File: src/rtl/bcd_countdown_timer_if.sv
// Control/status bundle for bcd_countdown_timer: load/start/pause/tick requests
// in, packed BCD MM:SS and status flags out.
interface bcd_countdown_timer_if;
    logic       tick;
    logic       load;
    logic [7:0] load_min;
    logic [7:0] load_sec;
    logic       start;
    logic       pause;
    logic [7:0] min_out;
    logic [7:0] sec_out;
    logic       running;
    logic       done;
    logic       load_err;
    logic       alarm;

    modport master (
        output tick, load, load_min, load_sec, start, pause,
        input  min_out, sec_out, running, done, load_err, alarm
    );

    modport slave (
        input  tick, load, load_min, load_sec, start, pause,
        output min_out, sec_out, running, done, load_err, alarm
    );
endinterface

File: src/rtl/bcd_countdown_timer.sv
// Loadable MM:SS packed-BCD countdown timer with expiry pulse.
// Optional expiry alarm enabled by defining COUNTDOWN_ALARM_EN.
module bcd_countdown_timer #(
    parameter logic [7:0]  MIN_MAX     = 8'h59,
    parameter int unsigned ALARM_TICKS = 5
) (
    input  logic                  clk,
    input  logic                  reset,
    bcd_countdown_timer_if.slave  bus
);

    typedef enum logic [1:0] {IDLE, RUN, PAUSED, EXPIRED} state_t;

    state_t     state, state_next;
    logic [7:0] min_q, sec_q, min_next, sec_next;
    logic [7:0] dec_min, dec_sec;
    logic       running_q, done_q, load_err_q;
    logic       done_next, load_err_next;
    logic       load_ok, accept_load, is_zero, at_one;

    assign load_ok = (bus.load_min[7:4] <= 4'd9) && (bus.load_min[3:0] <= 4'd9) &&
                     (bus.load_sec[7:4] <= 4'd5) && (bus.load_sec[3:0] <= 4'd9) &&
                     (bus.load_min <= MIN_MAX);
    assign accept_load = bus.load && load_ok && (state != RUN);
    assign is_zero     = (min_q == 8'h00) && (sec_q == 8'h00);
    assign at_one      = (min_q == 8'h00) && (sec_q == 8'h01);

    // One-second BCD decrement; only used when the value is nonzero.
    always_comb begin
        dec_min = min_q;
        dec_sec = sec_q;
        if (sec_q[3:0] != 4'd0) begin
            dec_sec[3:0] = sec_q[3:0] - 4'd1;
        end else if (sec_q[7:4] != 4'd0) begin
            dec_sec = {sec_q[7:4] - 4'd1, 4'd9};
        end else begin
            dec_sec = 8'h59;
            if (min_q[3:0] != 4'd0) dec_min[3:0] = min_q[3:0] - 4'd1;
            else                    dec_min = {min_q[7:4] - 4'd1, 4'd9};
        end
    end

    // NOTE: every output of this block is given a default first so no path leaves it unassigned (no latches).
    always_comb begin
        state_next    = state;
        min_next      = min_q;
        sec_next      = sec_q;
        done_next     = 1'b0;
        load_err_next = 1'b0;
        if (bus.load) begin
            if (accept_load) begin
                min_next   = bus.load_min;
                sec_next   = bus.load_sec;
                state_next = IDLE;
            end else begin
                load_err_next = 1'b1;
            end
        end else if (bus.pause) begin
            if (state == RUN) state_next = PAUSED;
        end else if (bus.start) begin
            if ((state == IDLE && !is_zero) || state == PAUSED) state_next = RUN;
        end else if (bus.tick && state == RUN && !is_zero) begin
            min_next = dec_min;
            sec_next = dec_sec;
            if (at_one) begin
                state_next = EXPIRED;
                done_next  = 1'b1;
            end
        end
    end

    // NOTE: sequential state uses non-blocking assignments so all registers update together at the edge.
    always_ff @(posedge clk) begin
        if (!reset) begin
            state      <= IDLE;
            min_q      <= 8'h00;
            sec_q      <= 8'h00;
            running_q  <= 1'b0;
            done_q     <= 1'b0;
            load_err_q <= 1'b0;
        end else begin
            state      <= state_next;
            min_q      <= min_next;
            sec_q      <= sec_next;
            running_q  <= (state_next == RUN);
            done_q     <= done_next;
            load_err_q <= load_err_next;
        end
    end

`ifdef COUNTDOWN_ALARM_EN
    localparam int unsigned AW = $clog2(ALARM_TICKS + 1);

    logic [AW-1:0] alarm_cnt;
    logic          alarm_q;
    logic          alarm_clear;

    assign alarm_clear = accept_load || (bus.start && !bus.load && !bus.pause);

    // Counts tick pulses after expiry; the expiring tick itself is not counted.
    always_ff @(posedge clk) begin
        if (!reset) begin
            alarm_q   <= 1'b0;
            alarm_cnt <= '0;
        end else if (done_next) begin
            alarm_q   <= 1'b1;
            alarm_cnt <= AW'(ALARM_TICKS);
        end else if (alarm_clear) begin
            alarm_q   <= 1'b0;
            alarm_cnt <= '0;
        end else if (alarm_q && bus.tick) begin
            if (alarm_cnt == AW'(1)) alarm_q <= 1'b0;
            alarm_cnt <= alarm_cnt - AW'(1);
        end
    end

    assign bus.alarm = alarm_q;
`else
    assign bus.alarm = 1'b0;
`endif

    assign bus.min_out  = min_q;
    assign bus.sec_out  = sec_q;
    assign bus.running  = running_q;
    assign bus.done     = done_q;
    assign bus.load_err = load_err_q;

endmodule
File: src/flat_wrapper.sv
// flat-port wrapper written by rule: the top's interface ports become plain ports
module bcd_countdown_timer_flat 
#(
    parameter logic [7:0]  MIN_MAX     = 8'h59,
    parameter int unsigned ALARM_TICKS = 5
)
  (clk, reset, bus_tick, bus_load, bus_load_min, bus_load_sec, bus_start, bus_pause, bus_min_out, bus_sec_out, bus_running, bus_done, bus_load_err, bus_alarm);
  bcd_countdown_timer_if bus_i ();
  input  logic clk;
  input  logic reset;
  input wire logic [$bits(bus_i.tick)-1:0] bus_tick;
  input wire logic [$bits(bus_i.load)-1:0] bus_load;
  input wire logic [$bits(bus_i.load_min)-1:0] bus_load_min;
  input wire logic [$bits(bus_i.load_sec)-1:0] bus_load_sec;
  input wire logic [$bits(bus_i.start)-1:0] bus_start;
  input wire logic [$bits(bus_i.pause)-1:0] bus_pause;
  output wire logic [$bits(bus_i.min_out)-1:0] bus_min_out;
  output wire logic [$bits(bus_i.sec_out)-1:0] bus_sec_out;
  output wire logic [$bits(bus_i.running)-1:0] bus_running;
  output wire logic [$bits(bus_i.done)-1:0] bus_done;
  output wire logic [$bits(bus_i.load_err)-1:0] bus_load_err;
  output wire logic [$bits(bus_i.alarm)-1:0] bus_alarm;
  assign bus_i.tick = bus_tick;
  assign bus_i.load = bus_load;
  assign bus_i.load_min = bus_load_min;
  assign bus_i.load_sec = bus_load_sec;
  assign bus_i.start = bus_start;
  assign bus_i.pause = bus_pause;
  assign bus_min_out = bus_i.min_out;
  assign bus_sec_out = bus_i.sec_out;
  assign bus_running = bus_i.running;
  assign bus_done = bus_i.done;
  assign bus_load_err = bus_i.load_err;
  assign bus_alarm = bus_i.alarm;
  bcd_countdown_timer #(.MIN_MAX(MIN_MAX), .ALARM_TICKS(ALARM_TICKS)) u_core (.clk(clk), .reset(reset), .bus(bus_i));
endmodule
File: config.mk
export PLATFORM = sky130hd
export DESIGN_NAME = bcd_countdown_timer_flat
export DESIGN_NICKNAME = d
export VERILOG_FILES = /design/src/rtl/bcd_countdown_timer_if.sv /design/src/rtl/bcd_countdown_timer.sv /design/src/flat_wrapper.sv
export SDC_FILE = /design/constraint.sdc
export NUM_CORES = 1
export LEC_CHECK = 0
export BUFFER_PORTS_ARGS = -buffer_cell sky130_fd_sc_hd__buf_2
export CORE_MARGIN = 3
export CORE_UTILIZATION = 40
export DETAILED_ROUTE_END_ITERATION = 10
export SETUP_SLACK_MARGIN = 0.02
export SYNTH_ARGS = -nofsm -noshare
export SYNTH_HDL_FRONTEND = slang
export SYNTH_SLANG_ARGS = --single-unit
export TNS_END_PERCENT = 10
File: constraint.sdc
create_clock -name clk -period 3.7 [get_ports clk]
set_input_delay 0.37 -clock clk [delete_from_list [all_inputs] [get_ports clk]]
set_output_delay 0.37 -clock clk [all_outputs]
set_load 0.05 [all_outputs]
==> impl_metrics.tcl <==
set metrics [dict create \
    status "completed" \
    period_share_pct 56.35 \
    core_area_mm2 0.003178 \
    grtUsageTotal_pct 19.26 \
    yosysWarnings 0 \
    cp.arrival_ps 2310 \
    first_pass_iters 4 \
    drive_gt1_share_pct 24.76 \
    multiInputGateArea_um2 864.6 \
    worst_slew_pin_slew_ps 684.0 \
    synth_area_per_cell_um2 7.804 \
    routed-via-count 1505 \
    ys_seq_elements 21 \
    avgRoutedWirePerCell_um 15.54 \
    setup_viol 0 \
    io_buffer_count 40 \
    maxSlewViolCount 0 \
    fillCellCount 349 \
    synthCells 177 \
    synth_cell_types 52 \
    hold_depth 3 \
    grt_first_pass_wirelength_um 6451 \
    synthFlopType "dfxtp_1" \
    cts_tree "yes" \
    power_density_mw_per_mm2 301.9 \
    place_ws_ps 1498 \
    tns_ps 0 \
    post-route-worst-setup-slack_ps 1615 \
    hold_viol 0 \
    critPathSlowestCell "nor3_1" \
    gp_congestion 0.8535 \
    seqCellArea_um2 420.4 \
    async_flop_share_pct 0 \
    drv_cap 0 \
    clk_latency_ps 310 \
    yosysSeqAreaShare_pct 30.43 \
    cts.sinks 21 \
    p_leak_nw 0.6805 \
    drtAntennaViolNets 0 \
    diodes 0 \
    wl_um 3947 \
    grt_max_degree 27 \
    worst_setup_path_start_kind "flop" \
    drc 0 \
    drt_iter0_drc 179 \
    cpLargestDelayFamily "simple AND/OR/NAND/NOR gates" \
    end_kind "flop" \
    vdd_drop_max_v 0.0001616 \
    fp.dieArea_mm2 0.004195 \
    hp-class "in2reg" \
    cts_setup_buffers 0 \
    rsz0062_at_grt "false" \
    synthesis.nets 201 \
    fin_skew_ps 12.93 \
    placed_cells 250 \
    die_y_um 64.77 \
    cp_slowest_stage_delay_ps 580 \
    row_count 20 \
    grt_pass1_vias 1365 \
    htree_levels 1 \
    antenna_found_initial 0 \
    path_max_fanout 7 \
    cts_resized 0 \
    path_clk_slew_ps 130 \
    worstSetupPathType "reg2reg" \
    critical_path_buf_inv_count 1 \
    initial_utilization_pct 43.46 \
    relSlewSlack_pct 54.05 \
    r2r_cells 6 \
    yosys-top-cells-area "dfxtp_1 (30%), a21oi_1 (5.1%), nand3_1 (4.7%)" \
    cts_buffers 3 \
    hpwlAfterDp_um 2912 \
    die_w_um 64.77 \
    synth_edf_count 0 \
    cts_buffer_depth 2 \
    cp_num_cells 6 \
    max_freq_mhz 479.6 \
    required_ps 3930 \
    pin_count 42 \
    period_minus_slack_ps 2085 \
    viasPerCell 5.925 \
    synth_top_cell_by_area "dfxtp_1" \
    synth_area_mm2 0.001381 \
    timing.critical_path.cells "nor2b_1 > a221o_1 > nor3_1 > buf_4 > nand2_1 > a311oi_1" \
    hold_buffers 0 \
    grt-ovfl-total 0 \
    synth_top_cell_area_share_pct 30.43 \
    cts_root_buf "clkbuf_4" \
    areaGrowthSynthToFinish_pct 16.76 \
    finalNetCount 235 \
    fin_cells 254 \
]
metrics by stage:
step           hold WS [ps]  utilization [%]  area [um^2]  power [mW]
2_1_floorplan         480.4                -         1381      0.3410
3_3_place_gp          515.4            49.88         1585      0.3752
3_5_place_dp          516.9            49.88         1585      0.3755
4_1_cts               316.0            50.75         1613      0.4920
5_1_grt               320.9            50.75         1613      0.5149
6_report              336.2            50.75         1613      0.4869
power by group:
part | internal, mW | switching (mW) | leakage [nW]
sequential | 0.233 | 0.00941 | 0.171
clock | 0.0404 | 0.0738 | 0.0177
combinational | 0.0444 | 0.0856 | 0.492
total | 0.318 | 0.169 | 0.681
per-layer routing:
layer,GRT usage [%],wire [um]
met5,0,0
met4,3.166,19
met3,4.333,338
met1,26.11,1716
met2,31.55,1874
path summary, 6_finish.rpt:
kind	from	end	slack, ps
worst max-delay path	u_core.state[1]	u_core.bus.sec_out[2]	1620
worst min-delay path	bus_load_sec[4]	u_core.bus.sec_out[4]	340
worst max register to register	u_core.state[1]	u_core.bus.sec_out[2]	1620
worst min register to register	u_core.state[0]	u_core.state[0]	530
flip-flops by register name (all words and copies together) (netlist names):
signal / flops
u_core.bus.running: 1
u_core.state: 2
u_core.bus.min_out: 8
u_core.bus.done: 1
u_core.bus.load_err: 1
u_core.bus.sec_out: 8
cell usage after synthesis, drive strengths merged (2+ instances only):
master and count:
a221oi 2, nand3 13, and2 2, o31ai 2, and3 2, nor3 6
nand2b 4, a221o 2, o211ai 2, o221ai 3, and4 2, a21oi 14
dfxtp 21, a31oi 4, buf 4, nor4 6, o21a 4, clkbuf 8
o21ai 10, or3 2, inv 10, nand2 12, ha 2, o32ai 4
a22oi 2, nor2 13, o221a 2, o22a 2
worst min-delay path, stage by stage:
cell	delay [ps]
buf_2	100
nand3_1	50
a31oi_1	70
cell type report:
cell class	count	share of cell area, %
tap	44	3.413
multi-input combinational	134	53.61
timing repair buffer	41	12.88
sequential	21	26.07
clock inverter	1	0.3103
clock buffer	3	1.396
inverter	10	2.327
kinds of logic after synthesis:
kind of cell / synth area share [%]
adders and majority gates: 1.811
buffers and inverters: 6.974
DFF: 30.43
muxes: 0.8152
AOI/OAI and AO/OA: 31.34
and+or+nand+nor: 28.35
other: 0.2715
placed cells by master (no fill, tap or decap), types with 4 or more instances in the layout:
master / Yosys / final
nand2b_1: 4 / 4
o21ai_0: 9 / 9
nand2_1: 12 / 12
nor4_1: 4 / 4
nand3_1: 13 / 13
buf_2: 2 / 40
nor3_1: 6 / 6
nor2_1: 13 / 13
a21oi_1: 14 / 14
o21a_1: 4 / 4
dfxtp_1: 21 / 21
o32ai_1: 4 / 4
a31oi_1: 4 / 4
inv_1: 9 / 9
(Power assumes the default switching activity.)
